[src/rtl/clock_pkg.sv]
// Shared clock-digit types, mode encoding and BCD digit limits.
// Latency: n/a (types, constants and a pure function).
// Backpressure: n/a.
package clock_pkg;

    typedef logic [3:0] bcd_t;

    localparam logic [1:0] MODE_SET        = 2'b01;
    localparam bcd_t       SEC_TENS_MAX    = 4'd5;
    localparam bcd_t       MIN_TENS_MAX    = 4'd5;
    localparam bcd_t       UNITS_MAX       = 4'd9;
    localparam bcd_t       HOUR_TENS_MAX   = 4'd2;
    localparam bcd_t       HOUR_WRAP_UNITS = 4'd3;

    // True when the six digits form a legal 24-hour time.
    function automatic logic load_valid(bcd_t h1, bcd_t h2, bcd_t m1, bcd_t m2,
                                        bcd_t s1, bcd_t s2);
        return (m1 <= MIN_TENS_MAX) && (m2 <= UNITS_MAX) &&
               (s1 <= SEC_TENS_MAX) && (s2 <= UNITS_MAX) &&
               (h1 <= HOUR_TENS_MAX) && (h2 <= UNITS_MAX) &&
               !((h1 == HOUR_TENS_MAX) && (h2 > HOUR_WRAP_UNITS));
    endfunction

endpackage

[src/rtl/time_counter_if.sv]
// Setter-to-timekeeper bundle: mode and loaded digits in, running digits and event pulses out.
// Latency: n/a (wires only).
// Backpressure: none; the time stream is free-running.
interface time_counter_if;
    import clock_pkg::*;

    logic [1:0] set_mode;
    bcd_t       set_hour1, set_hour2, set_min1, set_min2, set_sec1, set_sec2;
    bcd_t       hour1, hour2, min1, min2, sec1, sec2;
    logic       sec_tick;
    logic       day_wrap;
    logic       load_err;
    logic       chime;

    modport slave (
        input  set_mode, set_hour1, set_hour2, set_min1, set_min2, set_sec1, set_sec2,
        output hour1, hour2, min1, min2, sec1, sec2, sec_tick, day_wrap, load_err, chime
    );

    modport master (
        output set_mode, set_hour1, set_hour2, set_min1, set_min2, set_sec1, set_sec2,
        input  hour1, hour2, min1, min2, sec1, sec2, sec_tick, day_wrap, load_err, chime
    );

endinterface

[src/rtl/time_counter_tick.sv]
// Prescaler: counts 0..CLK_HZ-1 and wraps; tick is high while the count sits on CLK_HZ-1.
// Latency: tick is combinational from the count register; clr takes effect on the next edge.
// Backpressure: none; clr holds the count at zero.
module tick_gen #(
    parameter int CLK_HZ = 100_000_000,
    parameter int CNT_W  = 27
) (
    input  logic clk,
    input  logic rst_n,
    input  logic clr,
    output logic tick
);

    localparam logic [CNT_W-1:0] LAST = CNT_W'(CLK_HZ - 1);

    logic [CNT_W-1:0] cnt_q, cnt_d;

    always_comb begin
        cnt_d = cnt_q + CNT_W'(1);
        if (clr || (cnt_q == LAST)) begin
            cnt_d = '0;
        end
    end

    always_ff @(posedge clk or negedge rst_n) begin
        if (!rst_n) begin
            cnt_q <= '0;
        end else begin
            cnt_q <= cnt_d;
        end
    end

    assign tick = (cnt_q == LAST);

endmodule

[src/rtl/time_counter.sv]
// 24-hour BCD timekeeper; captures setter digits on set-mode exit. Optional hourly chime: TIME_COUNTER_CHIME_EN.
// Latency: all outputs registered, one cycle after the tick or load condition.
// Backpressure: none; set mode (2'b01) freezes the digits and holds the prescaler at zero.
module time_counter
    import clock_pkg::*;
#(
    parameter int CLK_HZ = 100_000_000,
    parameter int CNT_W  = 27
) (
    input  logic          clk,
    input  logic          rst_n,
    time_counter_if.slave tc
);

    logic [1:0] mode_q, mode_d;
    bcd_t       hour1_q, hour2_q, min1_q, min2_q, sec1_q, sec2_q;
    bcd_t       hour1_d, hour2_d, min1_d, min2_d, sec1_d, sec2_d;
    bcd_t       inc_hour1, inc_hour2, inc_min1, inc_min2, inc_sec1, inc_sec2;
    logic       sec_tick_q, sec_tick_d;
    logic       day_wrap_q, day_wrap_d;
    logic       load_err_q, load_err_d;
    logic       in_set, load, load_ok, tick, inc;
    logic       c_s2, c_s1, c_m2, c_hr, c_day, c_h2;

    assign in_set  = (tc.set_mode == MODE_SET);
    assign load    = (mode_q == MODE_SET) && !in_set;
    assign load_ok = load_valid(tc.set_hour1, tc.set_hour2, tc.set_min1,
                                tc.set_min2, tc.set_sec1, tc.set_sec2);
    // A load cycle never also advances time, even if the prescaler happens to be on its last count.
    assign inc     = tick && !in_set && !load;

    tick_gen #(
        .CLK_HZ (CLK_HZ),
        .CNT_W  (CNT_W)
    ) u_tick (
        .clk   (clk),
        .rst_n (rst_n),
        .clr   (in_set || load),
        .tick  (tick)
    );

    // Carry out of each digit position; c_hr means the minutes and seconds roll to 00:00.
    assign c_s2  = (sec2_q == UNITS_MAX);
    assign c_s1  = c_s2 && (sec1_q == SEC_TENS_MAX);
    assign c_m2  = c_s1 && (min2_q == UNITS_MAX);
    assign c_hr  = c_m2 && (min1_q == MIN_TENS_MAX);
    assign c_day = c_hr && (hour1_q == HOUR_TENS_MAX) && (hour2_q == HOUR_WRAP_UNITS);
    assign c_h2  = c_hr && (hour2_q == UNITS_MAX);

    assign inc_sec2  = c_s2 ? '0 : sec2_q + 4'd1;
    assign inc_sec1  = c_s1 ? '0 : (c_s2 ? sec1_q + 4'd1 : sec1_q);
    assign inc_min2  = c_m2 ? '0 : (c_s1 ? min2_q + 4'd1 : min2_q);
    assign inc_min1  = c_hr ? '0 : (c_m2 ? min1_q + 4'd1 : min1_q);
    assign inc_hour2 = (c_day || c_h2) ? '0 : (c_hr ? hour2_q + 4'd1 : hour2_q);
    assign inc_hour1 = c_day ? '0 : (c_h2 ? hour1_q + 4'd1 : hour1_q);

    always_comb begin
        mode_d     = tc.set_mode;
        hour1_d    = hour1_q;
        hour2_d    = hour2_q;
        min1_d     = min1_q;
        min2_d     = min2_q;
        sec1_d     = sec1_q;
        sec2_d     = sec2_q;
        sec_tick_d = 1'b0;
        day_wrap_d = 1'b0;
        load_err_d = 1'b0;
        if (load) begin
            if (load_ok) begin
                hour1_d = tc.set_hour1;
                hour2_d = tc.set_hour2;
                min1_d  = tc.set_min1;
                min2_d  = tc.set_min2;
                sec1_d  = tc.set_sec1;
                sec2_d  = tc.set_sec2;
            end else begin
                load_err_d = 1'b1;
            end
        end else if (inc) begin
            hour1_d    = inc_hour1;
            hour2_d    = inc_hour2;
            min1_d     = inc_min1;
            min2_d     = inc_min2;
            sec1_d     = inc_sec1;
            sec2_d     = inc_sec2;
            sec_tick_d = 1'b1;
            day_wrap_d = c_day;
        end
    end

    always_ff @(posedge clk or negedge rst_n) begin
        if (!rst_n) begin
            mode_q     <= 2'b00;
            hour1_q    <= '0;
            hour2_q    <= '0;
            min1_q     <= '0;
            min2_q     <= '0;
            sec1_q     <= '0;
            sec2_q     <= '0;
            sec_tick_q <= 1'b0;
            day_wrap_q <= 1'b0;
            load_err_q <= 1'b0;
        end else begin
            mode_q     <= mode_d;
            hour1_q    <= hour1_d;
            hour2_q    <= hour2_d;
            min1_q     <= min1_d;
            min2_q     <= min2_d;
            sec1_q     <= sec1_d;
            sec2_q     <= sec2_d;
            sec_tick_q <= sec_tick_d;
            day_wrap_q <= day_wrap_d;
            load_err_q <= load_err_d;
        end
    end

`ifdef TIME_COUNTER_CHIME_EN
    logic chime_q, chime_d;

    // Only an increment can chime; loading xx:00:00 does not.
    assign chime_d = inc && c_hr;

    always_ff @(posedge clk or negedge rst_n) begin
        if (!rst_n) begin
            chime_q <= 1'b0;
        end else begin
            chime_q <= chime_d;
        end
    end

    assign tc.chime = chime_q;
`else
    assign tc.chime = 1'b0;
`endif

    assign tc.hour1    = hour1_q;
    assign tc.hour2    = hour2_q;
    assign tc.min1     = min1_q;
    assign tc.min2     = min2_q;
    assign tc.sec1     = sec1_q;
    assign tc.sec2     = sec2_q;
    assign tc.sec_tick = sec_tick_q;
    assign tc.day_wrap = day_wrap_q;
    assign tc.load_err = load_err_q;

endmodule

[src/flat_wrapper.sv]
// flat-port wrapper written by rule: the top's interface ports become plain ports
module time_counter_flat import clock_pkg::*;
#(
    parameter int CLK_HZ = 100_000_000,
    parameter int CNT_W  = 27
)
  (clk, rst_n, tc_set_mode, tc_set_hour1, tc_set_hour2, tc_set_min1, tc_set_min2, tc_set_sec1, tc_set_sec2, tc_hour1, tc_hour2, tc_min1, tc_min2, tc_sec1, tc_sec2, tc_sec_tick, tc_day_wrap, tc_load_err, tc_chime);
  time_counter_if tc_i ();
  input  logic clk;
  input  logic rst_n;
  input wire logic [$bits(tc_i.set_mode)-1:0] tc_set_mode;
  input wire logic [$bits(tc_i.set_hour1)-1:0] tc_set_hour1;
  input wire logic [$bits(tc_i.set_hour2)-1:0] tc_set_hour2;
  input wire logic [$bits(tc_i.set_min1)-1:0] tc_set_min1;
  input wire logic [$bits(tc_i.set_min2)-1:0] tc_set_min2;
  input wire logic [$bits(tc_i.set_sec1)-1:0] tc_set_sec1;
  input wire logic [$bits(tc_i.set_sec2)-1:0] tc_set_sec2;
  output wire logic [$bits(tc_i.hour1)-1:0] tc_hour1;
  output wire logic [$bits(tc_i.hour2)-1:0] tc_hour2;
  output wire logic [$bits(tc_i.min1)-1:0] tc_min1;
  output wire logic [$bits(tc_i.min2)-1:0] tc_min2;
  output wire logic [$bits(tc_i.sec1)-1:0] tc_sec1;
  output wire logic [$bits(tc_i.sec2)-1:0] tc_sec2;
  output wire logic [$bits(tc_i.sec_tick)-1:0] tc_sec_tick;
  output wire logic [$bits(tc_i.day_wrap)-1:0] tc_day_wrap;
  output wire logic [$bits(tc_i.load_err)-1:0] tc_load_err;
  output wire logic [$bits(tc_i.chime)-1:0] tc_chime;
  assign tc_i.set_mode = tc_set_mode;
  assign tc_i.set_hour1 = tc_set_hour1;
  assign tc_i.set_hour2 = tc_set_hour2;
  assign tc_i.set_min1 = tc_set_min1;
  assign tc_i.set_min2 = tc_set_min2;
  assign tc_i.set_sec1 = tc_set_sec1;
  assign tc_i.set_sec2 = tc_set_sec2;
  assign tc_hour1 = tc_i.hour1;
  assign tc_hour2 = tc_i.hour2;
  assign tc_min1 = tc_i.min1;
  assign tc_min2 = tc_i.min2;
  assign tc_sec1 = tc_i.sec1;
  assign tc_sec2 = tc_i.sec2;
  assign tc_sec_tick = tc_i.sec_tick;
  assign tc_day_wrap = tc_i.day_wrap;
  assign tc_load_err = tc_i.load_err;
  assign tc_chime = tc_i.chime;
  time_counter #(.CLK_HZ(CLK_HZ), .CNT_W(CNT_W)) u_core (.clk(clk), .rst_n(rst_n), .tc(tc_i));
endmodule
[config.mk]
export PLATFORM = sky130hd
export DESIGN_NAME = time_counter_flat
export DESIGN_NICKNAME = d
export VERILOG_FILES = /design/src/rtl/clock_pkg.sv /design/src/rtl/time_counter_if.sv /design/src/rtl/time_counter_tick.sv /design/src/rtl/time_counter.sv /design/src/flat_wrapper.sv
export SDC_FILE = /design/constraint.sdc
export NUM_CORES = 1
export LEC_CHECK = 0
export CAP_MARGIN = 10
export CORE_MARGIN = 4
export CORE_UTILIZATION = 45
export CTS_CLUSTER_DIAMETER = 60
export DETAILED_ROUTE_END_ITERATION = 6
export HOLD_SLACK_MARGIN = 0.05
export PLACE_DENSITY = 0.73
export SLEW_MARGIN = 40
export SYNTH_ARGS = -nofsm -noshare
export SYNTH_HDL_FRONTEND = slang
export SYNTH_SLANG_ARGS = --single-unit
[constraint.sdc]
create_clock -name clk -period 2.7 [get_ports clk]
set_input_delay 0.54 -clock clk [delete_from_list [all_inputs] [get_ports clk]]
set_output_delay 0.54 -clock clk [all_outputs]
set_load 0.005 [all_outputs]
==> results of run 1 <==
stage by stage:
stage / hold slack [ns] / util, %
6_report: 0.1439 / 58.23
3_5_place_dp: 0.4731 / 56.59
3_3_place_gp: 0.4671 / 56.59
5_1_grt: 0.1702 / 58.23
4_1_cts: 0.1579 / 58.23
2_1_floorplan: 0.2444 / -
routing by layer:
metal	GRT usage (%)	vias to the layer above	share of wire [%]
met1	22.27	1262	45
met4	5.151	0	1.3
met2	30.07	55	50
li1	-	1321	-
met5	0	-	0
met3	4.348	8	4.3
cell usage after synthesis, drive strengths merged, types with 6 or more instances:
cell type and number:
a21oi 25, and3 8, buf 7, dfrtp 56, ha 11, inv 9
nand2 27, nand3 22, nor2 46, nor3 11, o21ai 28, xnor2 6
xor2 18
sequential cells by signal, indices dropped and copies added (netlist names):
signal,flops
u_core.u_tick.cnt_q,27
u_core.tc.load_err,1
u_core.tc.hour1,4
u_core.tc.day_wrap,1
u_core.tc.min1,4
u_core.tc.sec1,4
u_core.mode_q,2
u_core.tc.hour2,4
u_core.tc.min2,4
u_core.tc.sec_tick,1
u_core.tc.sec2,4
path summary, 6_finish.rpt:
check	end	startpoint
worst max-delay path	u_core.tc.min2[1]	u_core.u_tick.cnt_q[17]
worst min register to register	u_core.u_tick.cnt_q[0]	u_core.u_tick.cnt_q[0]
worst min-delay path	u_core.u_tick.cnt_q[18]	rst_n
worst max register to register	u_core.tc.min2[1]	u_core.u_tick.cnt_q[17]
min in group clk	u_core.u_tick.cnt_q[0]	u_core.u_tick.cnt_q[0]
max in group asynchronous	u_core.tc.min2[0]	rst_n
worst max-delay path: stages, from the launching register on:
cell and delay, ns:
dfrtp_1 0.42, or4_1 0.53, or4_4 0.57, nor4_4 0.21, buf_4 0.19, o21ai_1 0.16
a211oi_1 0.27, a21oi_1 0.06
where the power goes:
group / switching, W / total [W] / internal [W]
Sequential: 0.0000155 / 0.000868 / 0.000853
Clock: 0.000285 / 0.000560 / 0.000275
Combinational: 0.0000853 / 0.000169 / 0.0000840
Total: 0.000386 / 0.00160 / 0.00121
layout make-up:
type / count / share of cell area [%]
timing repair buffer: 68 / 16.51
clock buffer: 5 / 1.739
inverter: 9 / 0.8539
tap: 96 / 3.036
multi-input combinational: 264 / 41.37
sequential: 56 / 35.42
clock inverter: 3 / 1.075
cells by family after synthesis:
kind of cell	after synthesis	synth area share [%]
buf+inv	20	3.536
flops	56	44.50
xor+xnor	24	6.675
compound gates	67	12.24
simple gates	155	26.38
other cells	1	0.1191
mux	6	2.185
fa+ha+maj	11	4.370
==> reports/qor.txt, run 1 <==
Cell Pwr Density - 404.0 nW/µm²
Max rail drop VDD - 0.2473 mV
antenna violations before repair - 0
fraction of registers with async set/reset - 100.0%
final hold viol count - 0
DIE HEIGHT - 91.66 µm
hold_buf cts - 0
clock skew - 0.004535 ns
final count of negative-setup-slack endpoints - 0
final period utilization - 93.94%
Seq/Total Area, Yosys - 44.50%
Post-CTS Setup Inserts - 0
cell taking the most area after synthesis - dfrtp_1
Post-synth EDFFs - 0
yosys warns - 0
Storage cell area - 1401 µm²
final worst slack - 0.1635 ns
IO Pins - 56
GPL Wtd Cong - 0.8358
Slew @ Worst Pin - 0.7090 ns
port buffer count - 54
CTS H-tree lvls - 2
clk slew on worst S/H paths - 0.10 ns
total CTS buffers - 5
leading cell types in the layout, fill and taps excluded - 56 x dfrtp_1, 53 x clkdlybuf4s50_1, 45 x nor2_1
area occupied by multi-input gates - 1637 µm²
global-route wire length before repair - 12.15 mm
number of gates resized after cts - 0
status - finished, final reports clean
largest net degree at the start of global routing - 28
Achievable Freq - 0.3942 GHz
vias in the first global route - 2,669
HPWL Detailed - 5.458 mm
initial DRC count - 122
final std cells w/o fill - 501
nets - 443
CTS Sinks - 56
num rows - 30
Mean Syn Cell Area - 9.263 µm²
relative slew slack - 52.37%
global route total overflow - 0
Yosys reg bits - 56
All-Layer GR Usage - 17.70%
placed inst area - 3845 µm²
pre-CTS setup slack - 0.1506 ns
Die W - 91.66 µm
Via Count - 2,646
CORE AREA - 6794 µm²
Die Area - 8401 µm²
n_diodes - 0
R2R setup slack - 0.16 ns
post-synth top area share - 44.50%
vias per cell - 5.281
RSZ-0062 raised after global routing - true
Power Total - 0.001598 W
Area Growth Syn to Fin - 25.63%
Critical Path End Type - flop
syn_nets - 379
crit start category - flop
layout cell share with drive strength beyond 1 - 10.12%
max-cap viol count - 0
Final Cell Area - 3956 µm²
detailed-router iteration count before antenna repair - 4
Post-synth top flop - dfrtp_1
dpl cells - 493
crit path kind - reg2reg
Root Buffer - clkbuf_8
Data required, critical path - 2.89 ns
Worst Hold Class - in2async
DRC Markers - 0
fillcell total - 630
Longest Clk Path Bufs - 2
Antenna Violating Nets Remaining - 0
Starting Density - 46.35%
synthesized cell area - 3149 µm²
CTS tree - built
Sum Neg Setup Slack - 0 ns
P_leak - 1.727 nW
Skew-Pair Late Insertion Delay - 0.31 ns
Syn Inst Count - 340
synth top area cells - dfrtp_1 44%, nor2_1 5.4%, xor2_1 5.0%, ha_1 4.4%, o21ai_0 4.3%
Final min period - 2.536 ns
Synth cell types - 56
CP max FO - 7
Routed WL - 7.080 mm
worst r2r path cells - 7
routed len/inst - 14.13 µm
commonest non-fill, non-tap cell in the layout - dfrtp_1
final max-slew violation count - 0
Arr. time, crit path - 2.73 ns
No activity file was read; power rests on OpenSTA's default activity.
==> run 2: changes to the inputs <==
Settings changed: GPL_ROUTABILITY_DRIVEN from default to 0, RECOVER_POWER from default to 25.
==> run 2 against run 1 <==
Compared with the run above: first-iteration DRC count stayed put; clock skew is essentially flat; via count hardly changed; sequential power hardly changed; clock power barely moved; maximum frequency did not move; flip-flop and latch count did not move; utilization shrank 0.074 points; global-route usage unchanged; final cell count stayed put; critical path type unchanged; critical endpoint unchanged; largest power group unchanged.
==> reports/qor.txt, run 2 (synthesis results as in run 1) <==
RR Startpoint - u_core.u_tick.cnt_q[17] (unchanged)
layout cell share with drive strength beyond 1 - 9.630% (was 10.12%)
max reg flops - 27 (unchanged)
Final min period - 2.536 ns (about the same)
status - finished, final reports clean (unchanged)
IO Pins - 56 (unchanged)
routed len/inst - 14.11 µm (was 14.13 µm)
commonest non-fill, non-tap cell in the layout - dfrtp_1 (unchanged)
final worst slack - 0.1635 ns (about the same)
CTS H-tree lvls - 2 (unchanged)
RSZ-0062 raised after global routing - true (unchanged)
crit start category - flop (unchanged)
n_diodes - 0 (unchanged)
CTS tree - built (unchanged)
Longest Clk Path Bufs - 2 (unchanged)
final period utilization - 93.94% (about the same)
All-Layer GR Usage - 17.70% (unchanged)
worst r2r path cells - 7 (unchanged)
Antenna Violating Nets Remaining - 0 (unchanged)
final max-slew violation count - 0 (unchanged)
Die W - 91.66 µm (unchanged)
Skew-Pair Late Insertion Delay - 0.31 ns (about the same)
vias per cell - 5.277 (was 5.281)
Via Count - 2,644 (was 2,646)
DRC Markers - 0 (unchanged)
crit path kind - reg2reg (unchanged)
hold_buf cts - 0 (unchanged)
Max rail drop VDD - 0.2473 mV (about the same)
antenna violations before repair - 0 (unchanged)
Arr. time, crit path - 2.73 ns (about the same)
Largest Register - u_core.u_tick.cnt_q (unchanged)
initial DRC count - 122 (unchanged)
max-cap viol count - 0 (unchanged)
Critical Path End Type - flop (unchanged)
pre-CTS setup slack - 0.1506 ns (unchanged)
largest net degree at the start of global routing - 28 (unchanged)
Worst Hold Class - in2async (unchanged)
clock skew - 0.004531 ns (was 0.004535 ns)
Cell Pwr Density - 404.1 nW/µm² (was 404.0 nW/µm²)
CP max FO - 7 (unchanged)
Worst R2R End - u_core.tc.min2[1] (unchanged)
final count of negative-setup-slack endpoints - 0 (unchanged)
Root Buffer - clkbuf_8 (unchanged)
total CTS buffers - 5 (unchanged)
leading cell types in the layout, fill and taps excluded - 56 x dfrtp_1, 51 x clkdlybuf4s50_1, 45 x nor2_1 (was 56 x dfrtp_1, 53 x clkdlybuf4s50_1, 45 x nor2_1)
final hold viol count - 0 (unchanged)
Power Total - 0.001597 W (was 0.001598 W)
Starting Density - 46.35% (unchanged)
Data required, critical path - 2.89 ns (about the same)
global route total overflow - 0 (unchanged)
relative slew slack - 33.39% (was 52.37%)
clk slew on worst S/H paths - 0.10 ns (about the same)
DIE HEIGHT - 91.66 µm (unchanged)
nets - 443 (unchanged)
vias in the first global route - 2,669 (unchanged)
CORE AREA - 6794 µm² (unchanged)
Die Area - 8401 µm² (unchanged)
num rows - 30 (unchanged)
port buffer count - 54 (unchanged)
detailed-router iteration count before antenna repair - 4 (unchanged)
R2R setup slack - 0.16 ns (about the same)
HPWL Detailed - 5.458 mm (unchanged)
Slew @ Worst Pin - 0.9992 ns (was 0.7090 ns)
Achievable Freq - 0.3942 GHz (unchanged)
P_leak - 1.722 nW (was 1.727 nW)
Routed WL - 7.070 mm (was 7.080 mm)
Area Growth Syn to Fin - 25.47% (was 25.63%)
global-route wire length before repair - 12.15 mm (unchanged)
CTS Sinks - 56 (unchanged)
## run 2: power by group
part | internal (W) | switching, W
registers | 0.000853 | 0.0000155
logic | 0.0000825 | 0.0000852
clock network | 0.000275 | 0.000285
total | 0.00121 | 0.000386
## run 2: worst max-delay path, cell delays in order, from the launching register on
cell and delay (ns):
dfrtp_1 0.42, or4_1 0.53, or4_4 0.57, nor4_4 0.21, buf_4 0.19, o21ai_1 0.16
a211oi_1 0.27, a21oi_1 0.06
## run 2: final cells by class
| cell class | count | area (µm²) |
|---|---|---|
| fillers | 630 | 2843 |
| repair buffers | 68 | 648.1 |
| inverters | 9 | 33.78 |
| flip-flops and latches | 56 | 1401 |
| clock buffers | 5 | 68.82 |
| clock inverters | 3 | 42.54 |
| well taps | 96 | 120.1 |
| multi-input cells | 264 | 1637 |
## run 2: what timing repair did
action	CTS	global route
gates resized for setup	0	1
buffers inserted	0	0
setup endpoints to repair	0	4
## run 2: layer usage
metal	vias to the layer above	share of wire, %	global-route usage (%)
li1	1321	-	-
met1	1262	45	22.27
met2	53	50	30.07
met3	8	4.2	4.348
met4	0	1.3	5.151
met5	-	0	0
## run 2: how the worst max path moves through the flow
stage               cells after the start            endpoint  slack (ns)                    start
global placement                        8   u_core.tc.sec1[1]        0.13           tc_set_mode[1]
global route                            7   u_core.tc.min2[1]       -0.03  u_core.u_tick.cnt_q[17]
finish                                  7   u_core.tc.min2[1]        0.16  u_core.u_tick.cnt_q[17]
detailed placement                      8   u_core.tc.min2[1]        0.15           tc_set_mode[1]
floorplan                               6  u_core.tc.hour1[1]        0.21  u_core.u_tick.cnt_q[17]
CTS                                     7   u_core.tc.min2[1]        0.17  u_core.u_tick.cnt_q[17]
## run 2: metrics by stage
stage	utilization, %	cell area, µm²	setup TNS, ns	instances	hold WS, ns
after floorplan	-	3149	0	340	0.2444
after global placement	56.59	3845	0	493	0.4671
after detailed placement	56.59	3845	0	493	0.4731
after CTS	58.23	3956	0	501	0.1579
after global routing	58.16	3951	-0.05846	501	0.4593
final	58.16	3951	0	501	0.3594
==> run 3: changes to the inputs <==
Settings changed: GPL_ROUTABILITY_DRIVEN 0 to default.
==> results of run 3 <==
No change in the layout: final DEF, timing and power equal those of run 2.
